==> src/rtl/vga_line_prefetch_ctrl_pkg.sv <==
// Shared constants and types for the VGA line prefetch controller.
// Holds the default video mode (active area, sync polarity), the
// frame-buffer geometry (burst length, FIFO depth, address width), the
// FSM state type and a small ceiling-division helper.
package vga_line_prefetch_ctrl_pkg;

  localparam int       DEF_H_ACTIVE   = 1024;
  localparam int       DEF_V_ACTIVE   = 768;
  localparam int       DEF_BURST_LEN  = 256;
  localparam int       DEF_FIFO_DEPTH = 1024;
  localparam int       DEF_ADDR_W     = 24;
  localparam logic     DEF_VS_POL     = 1'b0;

  localparam int       USEDW_W = 11;   // line FIFO fill level width
  localparam int       LEN_W   = 9;    // burst length width (256 -> 9'd256)
  localparam int       UFC_W   = 16;   // underflow counter width

  typedef enum logic [2:0] {
    ST_IDLE,
    ST_FLUSH,
    ST_ROOM,
    ST_REQ,
    ST_BURST,
    ST_DRAIN,
    ST_DONE
  } state_t;

  function automatic int ceil_div(input int a, input int b);
    return (a + b - 1) / b;
  endfunction

endpackage

==> src/rtl/vga_line_prefetch_ctrl_if.sv <==
// Bus between the prefetch controller and its environment: timing
// generator (v_sync, de), line FIFO (fifo_usedw, fifo_clr), SDRAM arbiter
// read port (rd_req/rd_addr/rd_len/rd_ack/rd_done) and the underflow
// status outputs.
//   master : controller side (drives fifo_clr, rd_*, underflow, uf_count)
//   slave  : environment side
interface vga_line_prefetch_ctrl_if
  import vga_line_prefetch_ctrl_pkg::*;
#(
  parameter int ADDR_W = DEF_ADDR_W
);
  logic               v_sync;
  logic               de;
  logic [USEDW_W-1:0] fifo_usedw;
  logic               fifo_clr;
  logic               rd_req;
  logic [ADDR_W-1:0]  rd_addr;
  logic [LEN_W-1:0]   rd_len;
  logic               rd_ack;
  logic               rd_done;
  logic               underflow;
  logic [UFC_W-1:0]   uf_count;

  modport master (
    input  v_sync, de, fifo_usedw, rd_ack, rd_done,
    output fifo_clr, rd_req, rd_addr, rd_len, underflow, uf_count
  );

  modport slave (
    output v_sync, de, fifo_usedw, rd_ack, rd_done,
    input  fifo_clr, rd_req, rd_addr, rd_len, underflow, uf_count
  );
endinterface

==> src/rtl/vga_fs_detect.sv <==
// Frame-start detector. Registers the vertical sync and emits a one-cycle
// fs pulse on its asserted edge (polarity chosen by VS_POL). The pulse is
// itself registered, so it appears one cycle after the edge is sampled.
// Ports: clk, rst (async, active-high), v_sync in, fs out.
module vga_fs_detect
  import vga_line_prefetch_ctrl_pkg::*;
#(
  parameter logic VS_POL = DEF_VS_POL
) (
  input  logic clk,
  input  logic rst,
  input  logic v_sync,
  output logic fs
);
  logic vs_reg;
  logic fs_reg;

  always_ff @(posedge clk or posedge rst) begin
    if (rst) begin
      // Start in the deasserted level so a sync held inactive gives no pulse.
      vs_reg <= ~VS_POL;
      fs_reg <= 1'b0;
    end else begin
      vs_reg <= v_sync;
      fs_reg <= (v_sync == VS_POL) && (vs_reg != VS_POL);
    end
  end

  assign fs = fs_reg;
endmodule

==> src/rtl/vga_line_prefetch_ctrl.sv <==
// Read-side scheduler between the frame buffer and the display line FIFO.
// Restarts at FRAME_BASE on every frame start, keeps the FIFO topped up
// with burst reads (at most one outstanding, only issued with room for the
// whole burst) and flags FIFO underflow during active video.
// Ports: clk, rst (async, active-high), bus (master modport of
// vga_line_prefetch_ctrl_if).
module vga_line_prefetch_ctrl
  import vga_line_prefetch_ctrl_pkg::*;
#(
  parameter int              H_ACTIVE   = DEF_H_ACTIVE,
  parameter int              V_ACTIVE   = DEF_V_ACTIVE,
  parameter int              BURST_LEN  = DEF_BURST_LEN,
  parameter int              FIFO_DEPTH = DEF_FIFO_DEPTH,
  parameter int              ADDR_W     = DEF_ADDR_W,
  parameter logic [ADDR_W-1:0] FRAME_BASE = '0,
  parameter logic            VS_POL     = DEF_VS_POL
) (
  input  logic clk,
  input  logic rst,
  vga_line_prefetch_ctrl_if.master bus
);
  localparam int TOTAL    = H_ACTIVE * V_ACTIVE;
  localparam int NBURST   = ceil_div(TOTAL, BURST_LEN);
  localparam int LAST_LEN = TOTAL - (NBURST - 1) * BURST_LEN;
  localparam int CNT_W    = $clog2(NBURST + 1);

  localparam logic [CNT_W-1:0] NBURST_C    = CNT_W'(NBURST);
  localparam logic [CNT_W-1:0] LAST_IDX_C  = CNT_W'(NBURST - 1);
  localparam logic [LEN_W-1:0] BURST_LEN_C = LEN_W'(BURST_LEN);
  localparam logic [LEN_W-1:0] LAST_LEN_C  = LEN_W'(LAST_LEN);

  state_t             state_reg;
  logic [ADDR_W-1:0]  addr_reg;
  logic [CNT_W-1:0]   cnt_reg;
  logic [LEN_W-1:0]   len_reg;
  logic               clr_reg;
  logic               req_reg;
  logic               uf_reg;
  logic [UFC_W-1:0]   ufc_reg;

  logic               fs;
  logic [LEN_W-1:0]   cur_len;
  logic [11:0]        room_limit;
  logic               has_room;
  logic               uf_hit;

  vga_fs_detect #(.VS_POL(VS_POL)) u_fs_detect (
    .clk    (clk),
    .rst    (rst),
    .v_sync (bus.v_sync),
    .fs     (fs)
  );

  // Only the final burst of a frame may be short.
  assign cur_len    = (cnt_reg == LAST_IDX_C) ? LAST_LEN_C : BURST_LEN_C;
  assign room_limit = 12'(FIFO_DEPTH) - 12'(cur_len);
  assign has_room   = 12'(bus.fifo_usedw) <= room_limit;
  assign uf_hit     = bus.de && (bus.fifo_usedw == '0) && (state_reg != ST_FLUSH);

  always_ff @(posedge clk or posedge rst) begin
    if (rst) begin
      state_reg <= ST_IDLE;
      addr_reg  <= FRAME_BASE;
      cnt_reg   <= '0;
      len_reg   <= '0;
      clr_reg   <= 1'b0;
      req_reg   <= 1'b0;
      uf_reg    <= 1'b0;
      ufc_reg   <= '0;
    end else begin
      // Never true in FLUSH, so it cannot collide with the clear below.
      if (uf_hit) begin
        uf_reg <= 1'b1;
        if (ufc_reg != '1) ufc_reg <= ufc_reg + 1'b1;
      end

      case (state_reg)
        ST_IDLE, ST_DONE: begin
          if (fs) begin
            clr_reg   <= 1'b1;
            state_reg <= ST_FLUSH;
          end
        end

        ST_FLUSH: begin
          clr_reg   <= 1'b0;
          addr_reg  <= FRAME_BASE;
          cnt_reg   <= '0;
          uf_reg    <= 1'b0;
          ufc_reg   <= '0;
          state_reg <= ST_ROOM;
        end

        ST_ROOM: begin
          // Length is latched here so it stays put throughout REQ.
          len_reg <= cur_len;
          if (fs) begin
            clr_reg   <= 1'b1;
            state_reg <= ST_FLUSH;
          end else if (cnt_reg == NBURST_C) begin
            state_reg <= ST_DONE;
          end else if (has_room) begin
            req_reg   <= 1'b1;
            state_reg <= ST_REQ;
          end
        end

        ST_REQ: begin
          if (bus.rd_ack) begin
            // A grant is never aborted; a coincident fs is honoured after it drains.
            req_reg   <= 1'b0;
            state_reg <= fs ? ST_DRAIN : ST_BURST;
          end else if (fs) begin
            req_reg   <= 1'b0;
            clr_reg   <= 1'b1;
            state_reg <= ST_FLUSH;
          end
        end

        ST_BURST: begin
          if (bus.rd_done) begin
            addr_reg <= addr_reg + ADDR_W'(len_reg);
            cnt_reg  <= cnt_reg + 1'b1;
            if (fs) begin
              clr_reg   <= 1'b1;
              state_reg <= ST_FLUSH;
            end else begin
              state_reg <= ST_ROOM;
            end
          end else if (fs) begin
            state_reg <= ST_DRAIN;
          end
        end

        ST_DRAIN: begin
          if (bus.rd_done) begin
            clr_reg   <= 1'b1;
            state_reg <= ST_FLUSH;
          end
        end

        default: state_reg <= ST_IDLE;
      endcase
    end
  end

  assign bus.fifo_clr  = clr_reg;
  assign bus.rd_req    = req_reg;
  assign bus.rd_addr   = addr_reg;
  assign bus.rd_len    = len_reg;
  assign bus.underflow = uf_reg;
  assign bus.uf_count  = ufc_reg;
endmodule

==> src/flat_wrapper.sv <==
// flat-port wrapper written by rule: the top's interface ports become plain ports
module vga_line_prefetch_ctrl_flat import vga_line_prefetch_ctrl_pkg::*;
#(
  parameter int              H_ACTIVE   = DEF_H_ACTIVE,
  parameter int              V_ACTIVE   = DEF_V_ACTIVE,
  parameter int              BURST_LEN  = DEF_BURST_LEN,
  parameter int              FIFO_DEPTH = DEF_FIFO_DEPTH,
  parameter int              ADDR_W     = DEF_ADDR_W,
  parameter logic [ADDR_W-1:0] FRAME_BASE = '0,
  parameter logic            VS_POL     = DEF_VS_POL
)
  (clk, rst, bus_v_sync, bus_de, bus_fifo_usedw, bus_rd_ack, bus_rd_done, bus_fifo_clr, bus_rd_req, bus_rd_addr, bus_rd_len, bus_underflow, bus_uf_count);
  vga_line_prefetch_ctrl_if #(.ADDR_W(ADDR_W)) bus_i ();
  input  logic clk;
  input  logic rst;
  input wire logic [$bits(bus_i.v_sync)-1:0] bus_v_sync;
  input wire logic [$bits(bus_i.de)-1:0] bus_de;
  input wire logic [$bits(bus_i.fifo_usedw)-1:0] bus_fifo_usedw;
  input wire logic [$bits(bus_i.rd_ack)-1:0] bus_rd_ack;
  input wire logic [$bits(bus_i.rd_done)-1:0] bus_rd_done;
  output wire logic [$bits(bus_i.fifo_clr)-1:0] bus_fifo_clr;
  output wire logic [$bits(bus_i.rd_req)-1:0] bus_rd_req;
  output wire logic [$bits(bus_i.rd_addr)-1:0] bus_rd_addr;
  output wire logic [$bits(bus_i.rd_len)-1:0] bus_rd_len;
  output wire logic [$bits(bus_i.underflow)-1:0] bus_underflow;
  output wire logic [$bits(bus_i.uf_count)-1:0] bus_uf_count;
  assign bus_i.v_sync = bus_v_sync;
  assign bus_i.de = bus_de;
  assign bus_i.fifo_usedw = bus_fifo_usedw;
  assign bus_i.rd_ack = bus_rd_ack;
  assign bus_i.rd_done = bus_rd_done;
  assign bus_fifo_clr = bus_i.fifo_clr;
  assign bus_rd_req = bus_i.rd_req;
  assign bus_rd_addr = bus_i.rd_addr;
  assign bus_rd_len = bus_i.rd_len;
  assign bus_underflow = bus_i.underflow;
  assign bus_uf_count = bus_i.uf_count;
  vga_line_prefetch_ctrl #(.H_ACTIVE(H_ACTIVE), .V_ACTIVE(V_ACTIVE), .BURST_LEN(BURST_LEN), .FIFO_DEPTH(FIFO_DEPTH), .ADDR_W(ADDR_W), .FRAME_BASE(FRAME_BASE), .VS_POL(VS_POL)) u_core (.clk(clk), .rst(rst), .bus(bus_i));
endmodule
==> config.mk <==
export PLATFORM = sky130hd
export DESIGN_NAME = vga_line_prefetch_ctrl_flat
export DESIGN_NICKNAME = d
export VERILOG_FILES = /design/src/rtl/vga_line_prefetch_ctrl_pkg.sv /design/src/rtl/vga_line_prefetch_ctrl_if.sv /design/src/rtl/vga_fs_detect.sv /design/src/rtl/vga_line_prefetch_ctrl.sv /design/src/flat_wrapper.sv
export SDC_FILE = /design/constraint.sdc
export NUM_CORES = 1
export LEC_CHECK = 0
export ABC_AREA = 1
export CORE_MARGIN = 3
export CORE_UTILIZATION = 52
export DETAILED_ROUTE_END_ITERATION = 10
export PLACE_DENSITY = 0.81
export SYNTH_ARGS = -nofsm -noshare
export SYNTH_HDL_FRONTEND = slang
export SYNTH_SLANG_ARGS = --single-unit
==> constraint.sdc <==
create_clock -name clk -period 2.2 [get_ports clk]
set_clock_uncertainty 0.1 [all_clocks]
set_input_delay 0.66 -clock clk [delete_from_list [all_inputs] [get_ports clk]]
set_output_delay 0.66 -clock clk [all_outputs]
set_load 0.005 [all_outputs]
==> flow_metrics.py <==
metrics = {
    "clock_tree": {
        "cts_sinks": 53,
        "post-cts-setup-buffers": 0,
        "postCtsHoldBufs": 0,
        "cts.path.max_buffers": 2,
        "cts_root_buf": "clkbuf_8",
        "cts_buffers": 5,
        "clock_latency_ps": 310,
        "htree_num_levels": 2,
        "cts_resized": 0,
        "cts_tree": "done",
        "path_clk_slew_ps": 100,
    },
    "worst_setup_path": {
        "r2r-start": "u_core.state_reg[2]",
        "crit_family": "buffers and inverters",
        "cp.arrival_ps": 1330,
        "reg2reg_to": "u_core.state_reg[2]",
        "regToRegSetupSlack_ps": 290,
        "critPathLaunchType": "flop",
        "startpoint": "u_core.bus.uf_count[6]",
        "slowest_delay_ps": 550,
        "r2r_cells": 9,
        "worstPathCellList": "clkdlybuf4s50_1",
        "crit_path_top_delay_cell": "clkdlybuf4s50_1",
        "path_max_fanout": 6,
        "required_ps": 1440,
        "crit_buf_inv": 1,
        "path_class": "reg2out",
        "cp-end-kind": "output pin",
    },
    "routing": {
        "drtIter0Drc": 136,
        "wl_per_cell_um": 13.0,
        "postRouteAntennaNets": 0,
        "first_pass_iters": 4,
        "vias": 3257,
        "drc_errors": 0,
        "drt_wl_total_um": 7890,
        "viasPerCell": 5.37,
    },
    "place": {
        "io_buffers": 52,
        "dp.cells": 598,
        "pre_cts_slack_ps": 18.8,
        "gp_congestion": 0.949,
        "hpwl_um": 6030,
    },
    "timing": {
        "rsz0062_at_grt": "no",
        "drv_slew": 0,
        "fin_crit_ps": 2090,
        "fmax_mhz": 477,
        "finalSetupViolations": 0,
        "fin_tns_setup_ps": 0,
        "layout_setup_ws_ps": 105,
        "period_share": 0.952,
        "hold_viol_final": 0,
    },
    "cells_and_area": {
        "diodes": 0,
        "synthToLayoutAreaGrowth_pct": 20.4,
        "final_common_cell": "nand2_1",
        "stdcell_count": 606,
        "layout.nets": 552,
        "final_layout_size_suffix_gt1_frac": 0.0866,
        "final_cell_mix": "119 x nand2_1, 57 x nor2_1, 52 x clkdlybuf4s50_1, 52 x dfrtp_1, 47 x inv_1",
    },
    "global_route": {
        "grt_remaining_overflow": 0,
        "grt_pass1_vias": 3020,
        "grt_use_total": 0.218,
        "grt_pass1_wl_um": 13400,
        "antenna_found_initial": 0,
        "grt_max_degree": 30,
    },
    "yosys": {
        "synth_seq_cells": 53,
        "synth_seq_area_share": 0.388,
        "synth.distinct_cells": 41,
        "synth_top_area_share": 0.381,
        "synth.cell_area_um2": 3420,
        "synth_top_area_cell": "dfrtp_1",
        "yosysWarnings": 0,
        "synthCells": 470,
        "post_synth.cell_area_avg_um2": 7.27,
        "synth_area_leaders": "dfrtp_1 38%, nand2_1 13%, nor2_1 6.3%",
    },
    "floorplanning": {
        "dieArea_um2": 7580,
        "num_rows": 28,
        "fp.dieH_um": 87.1,
        "core_area_um2": 6130,
        "die_x_um": 87.1,
        "start_util": 0.558,
        "pin_count": 69,
    },
    "power": {
        "leakage_nw": 1.89,
        "power-per-cell-area_nw_per_um2": 722,
        "peakVddDrop_mv": 0.669,
    },
    "job": {
        "drv_cap": 0,
    },
    "min_path": {
        "hp-start": "u_core.u_fs_detect.vs_reg",
        "min_to": "u_core.u_fs_detect.fs",
        "min_path_type": "reg2reg",
        "whs_path_depth": 2,
    },
    "status": {
        "outcome": "complete, no violations",
    },
}
-- worst max path at each step --
stage | endpoint | cells past startpoint
after floorplan | u_core.bus.fifo_clr | 1
after global placement | u_core.bus.uf_count[8] | 11
after global routing | bus_uf_count[6] | 1
final | bus_uf_count[6] | 1
after detailed placement | u_core.bus.uf_count[7] | 11
after CTS | bus_uf_count[6] | 1
-- cell type report --
type	instances	area (um2)
multi-input cells	354	1750
inverters	52	198
repair buffers	64	648
clock inverters	2	13.8
flip-flops and latches	53	1330
clock buffers	6	82.6
well taps	75	93.8
fillers	536	2020
-- power by group --
part	switching (W)	internal [W]
combinational	0.000706	0.000459
clock	0.000329	0.000256
sequential	0.000153	0.00107
-- through the flow --
| stage | hold slack (ps) | power [W] | cell area, um2 | util |
|---|---|---|---|---|
| after floorplan | 343 | 0.00207 | 3470 | - |
| after global placement | 348 | 0.00237 | 4020 | 0.655 |
| after detailed placement | 354 | 0.00240 | 4020 | 0.655 |
| after CTS | 370 | 0.00299 | 4110 | 0.671 |
| after global routing | 409 | 0.00318 | 4110 | 0.671 |
| final | 372 | 0.00297 | 4110 | 0.671 |
-- layer usage --
layer / wire length [um] / track usage / vias up
met2: 3790 / 0.357 / 91
li1: - / - / 1619
met5: 0 / 0 / -
met4: 62 / 0.0623 / 0
met1: 3640 / 0.300 / 1542
met3: 401 / 0.0322 / 5
-- cell families (layout without fill, tap and decap cells) --
| family | after synthesis | in the layout | share of synthesized area |
|---|---|---|---|
| flops | 53 | 53 | 0.388 |
| other cells | 1 | 16 | 0.00110 |
| compound gates | 56 | 56 | 0.0988 |
| simple gates | 272 | 272 | 0.365 |
| buf+inv | 78 | 124 | 0.116 |
| xor+xnor | 5 | 5 | 0.0128 |
| fa+ha+maj | 5 | 5 | 0.0183 |
-- Yosys cell counts --
cell	number
a211oi_1	1
a21oi_1	15
a22o_1	1
a31oi_1	3
and2b_1	1
and3_1	2
buf_1	1
buf_2	4
buf_4	17
buf_6	3
clkbuf_8	1
clkinv_1	1
conb_1	1
dfrtp_1	52
dfstp_2	1
ha_1	5
inv_1	48
inv_2	2
inv_4	1
nand2_1	119
nand2_2	2
nand2_4	4
nand3_1	38
nand3b_1	1
nand4_1	18
nor2_1	57
nor2_2	2
nor2_8	2
nor3_1	19
nor3_2	1
nor3b_1	2
nor4_1	1
o2111ai_1	1
o211a_1	1
o21a_1	1
o21ai_0	22
o21ai_2	7
o21bai_1	3
o31ai_1	1
or2_2	3
xor2_1	5
(Power assumes the default switching activity.)
